**config.mk**
```make
export PLATFORM = sky130hd
export DESIGN_NAME = c43_timer_ctrl_flat
export DESIGN_NICKNAME = d
export VERILOG_FILES = /design/src/rtl/c43_timer_ctrl_if.sv /design/src/rtl/c43_timer_ctrl.sv /design/src/flat_wrapper.sv
export SDC_FILE = /design/constraint.sdc
export NUM_CORES = 1
export LEC_CHECK = 0
export BUFFER_PORTS_ARGS = -buffer_cell sky130_fd_sc_hd__buf_4
export CAP_MARGIN = 20
export CORE_UTILIZATION = 52
export DETAILED_ROUTE_END_ITERATION = 6
export PLACE_DENSITY = 0.79
export SLEW_MARGIN = 10
export SYNTH_ARGS = -nofsm -noshare
export SYNTH_HDL_FRONTEND = slang
export SYNTH_SLANG_ARGS = --single-unit
```
**constraint.sdc**
```tcl
create_clock -name CK -period 2.4 [get_ports CK]
set_clock_uncertainty 0.15 [all_clocks]
set_input_delay 0.36 -clock CK [delete_from_list [all_inputs] [get_ports CK]]
set_output_delay 0.36 -clock CK [all_outputs]
set_load 0.05 [all_outputs]
```
**src/rtl/c43_timer_ctrl_if.sv**
```systemverilog
// CPU-side view of one c43 timer chain: preset/command strobes in,
// count value, carry and status back out.
interface c43_timer_ctrl_if;
  logic        WR_PRE;
  logic [11:0] PRE;
  logic        START;
  logic        STOP;
  logic        MODE;
  logic        CE;
  logic        IRQ_ACK;
  logic [11:0] Q;
  logic        CO;
  logic        TC;
  logic        BUSY;
  logic        DONE;
  logic        IRQ;

  modport master (
    output WR_PRE, PRE, START, STOP, MODE, CE, IRQ_ACK,
    input  Q, CO, TC, BUSY, DONE, IRQ
  );

  modport slave (
    input  WR_PRE, PRE, START, STOP, MODE, CE, IRQ_ACK,
    output Q, CO, TC, BUSY, DONE, IRQ
  );
endinterface

```
**src/rtl/c43_timer_ctrl.sv**
```systemverilog
// 12-bit interval timer: three 4-bit up-counter stages with look-ahead
// carry, sequenced by a small IDLE/RUN/DONE controller.
//
// state  | meaning
// S_IDLE | stopped, Q holds, waiting for START
// S_RUN  | counting on CE; terminal count reloads (MODE=1) or finishes
// S_DONE | one-shot reached FFF, Q holds FFF until START or STOP
module c43_timer_ctrl (
  input  logic              CK,
  input  logic              nRES,
  c43_timer_ctrl_if.slave   bus
);

  typedef enum logic [1:0] {
    S_IDLE = 2'd0,
    S_RUN  = 2'd1,
    S_DONE = 2'd2
  } state_t;

  state_t      r_state;
  state_t      w_state_nxt;
  logic [11:0] r_q;
  logic [11:0] r_preg;
  logic        r_tc;
  logic        r_irq;
  logic [11:0] w_q_nxt;
  logic [11:0] w_q_inc;
  logic [11:0] w_preset;
  logic        w_c1;
  logic        w_c2;
  logic        w_allf;
  logic        w_run;
  logic        w_term;

  // A preset written in the same cycle as START/reload takes effect at once.
  assign w_preset = bus.WR_PRE ? bus.PRE : r_preg;

  // Look-ahead carries: each stage sees CE ANDed with all-ones of every lower stage.
  always_comb begin
    w_c1    = bus.CE & (r_q[3:0] == 4'hF);
    w_c2    = w_c1 & (r_q[7:4] == 4'hF);
    w_q_inc = {r_q[11:8] + {3'b000, w_c2},
               r_q[7:4]  + {3'b000, w_c1},
               r_q[3:0]  + {3'b000, bus.CE}};
  end

  assign w_allf = &r_q;
  assign w_run  = (r_state == S_RUN);

  // Next state, next count and terminal-event decode; STOP overrides everything.
  always_comb begin
    w_state_nxt = r_state;
    w_q_nxt     = r_q;
    w_term      = 1'b0;
    if (bus.STOP) begin
      w_state_nxt = S_IDLE;
    end else begin
      case (r_state)
        S_IDLE, S_DONE: begin
          if (bus.START) begin
            w_q_nxt     = w_preset;
            w_state_nxt = S_RUN;
          end
        end
        S_RUN: begin
          if (bus.START) begin
            w_q_nxt = w_preset;
          end else if (bus.CE) begin
            if (w_allf) begin
              w_term = 1'b1;
              if (bus.MODE) begin
                w_q_nxt = w_preset;
              end else begin
                w_state_nxt = S_DONE;
              end
            end else begin
              w_q_nxt = w_q_inc;
            end
          end
        end
        default: w_state_nxt = S_IDLE;
      endcase
    end
  end

  // State, counter, preset, TC pulse and sticky IRQ registers.
  always_ff @(posedge CK) begin
    if (!nRES) begin
      r_state <= S_IDLE;
      r_q     <= 12'h000;
      r_preg  <= 12'h000;
      r_tc    <= 1'b0;
      r_irq   <= 1'b0;
    end else begin
      r_state <= w_state_nxt;
      r_q     <= w_q_nxt;
      r_tc    <= w_term;
      r_irq   <= w_term | (r_irq & ~bus.IRQ_ACK);
      if (bus.WR_PRE) begin
        r_preg <= bus.PRE;
      end
    end
  end

  assign bus.Q    = r_q;
  assign bus.CO   = w_allf & bus.CE & w_run;
  assign bus.TC   = r_tc;
  assign bus.BUSY = (r_state == S_RUN);
  assign bus.DONE = (r_state == S_DONE);
  assign bus.IRQ  = r_irq;

endmodule

```
**src/flat_wrapper.sv**
```systemverilog
// flat-port wrapper written by rule: the top's interface ports become plain ports
module c43_timer_ctrl_flat 
  (CK, nRES, bus_WR_PRE, bus_PRE, bus_START, bus_STOP, bus_MODE, bus_CE, bus_IRQ_ACK, bus_Q, bus_CO, bus_TC, bus_BUSY, bus_DONE, bus_IRQ);
  c43_timer_ctrl_if bus_i ();
  input  logic CK;
  input  logic nRES;
  input wire logic [$bits(bus_i.WR_PRE)-1:0] bus_WR_PRE;
  input wire logic [$bits(bus_i.PRE)-1:0] bus_PRE;
  input wire logic [$bits(bus_i.START)-1:0] bus_START;
  input wire logic [$bits(bus_i.STOP)-1:0] bus_STOP;
  input wire logic [$bits(bus_i.MODE)-1:0] bus_MODE;
  input wire logic [$bits(bus_i.CE)-1:0] bus_CE;
  input wire logic [$bits(bus_i.IRQ_ACK)-1:0] bus_IRQ_ACK;
  output wire logic [$bits(bus_i.Q)-1:0] bus_Q;
  output wire logic [$bits(bus_i.CO)-1:0] bus_CO;
  output wire logic [$bits(bus_i.TC)-1:0] bus_TC;
  output wire logic [$bits(bus_i.BUSY)-1:0] bus_BUSY;
  output wire logic [$bits(bus_i.DONE)-1:0] bus_DONE;
  output wire logic [$bits(bus_i.IRQ)-1:0] bus_IRQ;
  assign bus_i.WR_PRE = bus_WR_PRE;
  assign bus_i.PRE = bus_PRE;
  assign bus_i.START = bus_START;
  assign bus_i.STOP = bus_STOP;
  assign bus_i.MODE = bus_MODE;
  assign bus_i.CE = bus_CE;
  assign bus_i.IRQ_ACK = bus_IRQ_ACK;
  assign bus_Q = bus_i.Q;
  assign bus_CO = bus_i.CO;
  assign bus_TC = bus_i.TC;
  assign bus_BUSY = bus_i.BUSY;
  assign bus_DONE = bus_i.DONE;
  assign bus_IRQ = bus_i.IRQ;
  c43_timer_ctrl u_core (.CK(CK), .nRES(nRES), .bus(bus_i));
endmodule
```
==> impl_metrics.csv <==
group,metric,value,unit
detailed_routing,ant_nets,0,
detailed_routing,drt-total-wl,3160,um
global_route,grt_use_total,24.2,%
clock_network,hold_buffers,0,
timing,hold_violations,0,
clock_network,cts_buffers,3,
timing,clock.fmax,464,MHz
detailed_routing,post_drt_via_cell_ratio,5.73,
worst_setup_path,required,2.50,ns
synthesis,synth_async_sr_flop_share,0,%
synthesis,yosysMostFrequentCell,"dfxtp_1",
clock_network,clk_pin_slew_worst_paths,0.15,ns
worst_setup_path,critPathLaunchType,"register",
placement,gp_congestion,0.808,
synthesis,ys_ff_latch,28,
timing,finalSetupTns,0,ns
layout,design_area,1730,um^2
floorplan,io_pins,37,
timing,setup-violations-final,0,
synthesis,avgSynthCellArea,9.56,um^2
synthesis,yosysWarnings,0,
clock_network,cts_setup_buffers,0,
clock_network,cts_tree,"built",
layout,nNetsFinal,210,
floorplan,die_area,2950,um^2
clock_network,cts_max_level,1,
timing,rsz0062_at_grt,"false",
worst_setup_path,critPathCaptureType,"register",
timing,tightest_slew,0.756,ns
synthesis,synth_top_area_share,39.4,%
clock_network,cts-resized-gates,0,
worst_setup_path,arrival,2.26,ns
clock_network,worstSkewPairLatency,0.33,ns
synthesis,synth_largest_area_cell,"dfxtp_1",
layout,diodes,0,
floorplan,core,2520,um^2
synthesis,synthDistinctLibCells,39,
global_route,overflow,0,
timing,slew_violations,0,
detailed_routing,drtIter0Drc,26,
clock_network,clockBufferDepth,2,
synthesis,synth_seq_area_share,39.4,%
worst_setup_path,crit_fanout,19,
synthesis,synth_common_cells,"28 x dfxtp_1, 15 x nand2_1, 11 x mux2i_1",
status,outcome,"finished clean",
global_route,grt_pass1_vias,1078,
power,ir_worst_vdd,0.394,mV
worst_hold_path,hold_class,"in2reg",
placement,io_buffers,36,
placement,place_ws,0.273,ns
synthesis,synth_area,1420,um^2
layout,drive_above_1_share,30.6,%
detailed_routing,dr_total_vias,1221,
timing,fin_crit_sh,89.9,%
floorplan,initial_core_util,56.4,%
clock_network,cts_num_sinks,28,
synthesis,synthCells,149,
timing,finalCriticalPeriod,2.16,ns
power,p_leak,0.820,nW
floorplan,num_rows,18,
synthesis,ys.flop_type,"dfxtp_1",
power,fin_total_pwr,0.912,mW
detailed_routing,dr.pass1.iters,4,
global_route,antenna_found_initial,0,
timing,max_slew_margin,49.6,%
placement,dp_hpwl,2240,um
floorplan,dieHeight,54.3,um
global_route,grt_max_degree,21,
timing,timing.hold.ws,0.107,ns
detailed_routing,drc,0,
layout,areaGrowthSynthToFinish,21.7,%
timing,postLayoutSetupSlackWorst,0.243,ns
global_route,grt_pass1_wl,4980,um
synthesis,synthTopCellsByArea,"dfxtp_1 39%, mux2i_1 7.7%, ha_1 5.3%",
floorplan,die_w,54.3,um
worst_setup_path,critPathKind,"reg2reg",
power,power_density,526,nW/um^2
placement,dpl_cell_area,1700,um^2
synthesis,synth_edf_count,0,
synthesis,syn_nets,175,
clock_network,root_buffer,"clkbuf_4",
job,maxCapViolations,0,
detailed_routing,wl_per_cell,14.8,um
area by class of cell:
class,instances,area [um^2]
well taps,30,37.5
repair buffers,37,278
fillers,219,790
clock buffers,4,36.3
inverters,6,22.5
flip-flops and latches,28,561
multi-input cells,108,798
worst max-delay path: stages (launching register included):
cell	delay, ns
dfxtp_1	0.48
or3b_4	0.43
a31o_1	0.45
and2_2	0.30
o32ai_1	0.26
routing by layer:
layer  up-vias  global-route usage [%]  share of wire, %  wire length, um
met5         -                       0                 0                0
met4         0                    10.3               1.7               53
met3         4                    2.50               3.8              120
met2        33                    41.3                49             1560
met1       579                    30.6                45             1430
li1        605                       -                 -                -
path summary, 6_finish.rpt:
path	to	from	cells past startpoint	slack (ns)
setup / recovery	u_core.bus.Q[10]	u_core.r_state[0]	4	0.24
hold / removal	u_core.bus.IRQ	bus_IRQ_ACK	3	0.11
setup reg to reg	u_core.bus.Q[10]	u_core.r_state[0]	4	0.24
hold reg to reg	u_core.bus.IRQ	u_core.bus.IRQ	2	0.34
kinds of logic after synthesis:
group | after synthesis | synth area share (%)
AOI/OAI and AO/OA | 25 | 12.8
xor gates and xnor gates | 3 | 1.85
adders and majority gates | 6 | 5.27
buffers and inverters | 13 | 4.92
DFF | 28 | 39.4
muxes | 19 | 14.6
and+or+nand+nor | 55 | 21.2
flip-flops by register name (all words and copies together) (netlist names):
signal          count
u_core.bus.IRQ      1
u_core.r_preg      12
u_core.bus.TC       1
u_core.r_state      2
u_core.bus.Q       12
cells in the final DEF (no fill, tap or decap):
master and instances:
dfxtp_1 28, a31o_1 1, inv_1 5, and2_1 7, xor2_1 3, and2b_2 1
o22ai_1 7, mux2_2 6, a21oi_1 5, clkbuf_4 3, o32ai_1 5, nand3_1 4
o21a_1 1, nor4b_1 1, a221oi_1 1, nor4_1 2, mux2_4 2, buf_4 37
or4_2 1, nand4_1 1, ha_1 6, o31ai_1 1, and3_1 1, a211oi_1 1
or2b_1 1, or3b_4 1, and2_2 3, nand2b_1 2, nand2_1 15, nor3b_1 1
o211a_1 3, clkbuf_8 1, and4_1 3, nor2_1 10, clkinv_1 1, nor3_2 1
mux2i_1 11
through the flow:
stage / instances / utilization [%]
floorplan: 149 / -
global placement: 209 / 67.3
detailed placement: 209 / 67.3
CTS: 213 / 68.7
global route: 213 / 68.7
finish: 213 / 68.7
power breakdown:
part	internal, mW	switching [mW]
logic	0.0789	0.0954
clock network	0.0929	0.141
registers	0.487	0.0163
total	0.659	0.253
(Power assumes the default switching activity.)
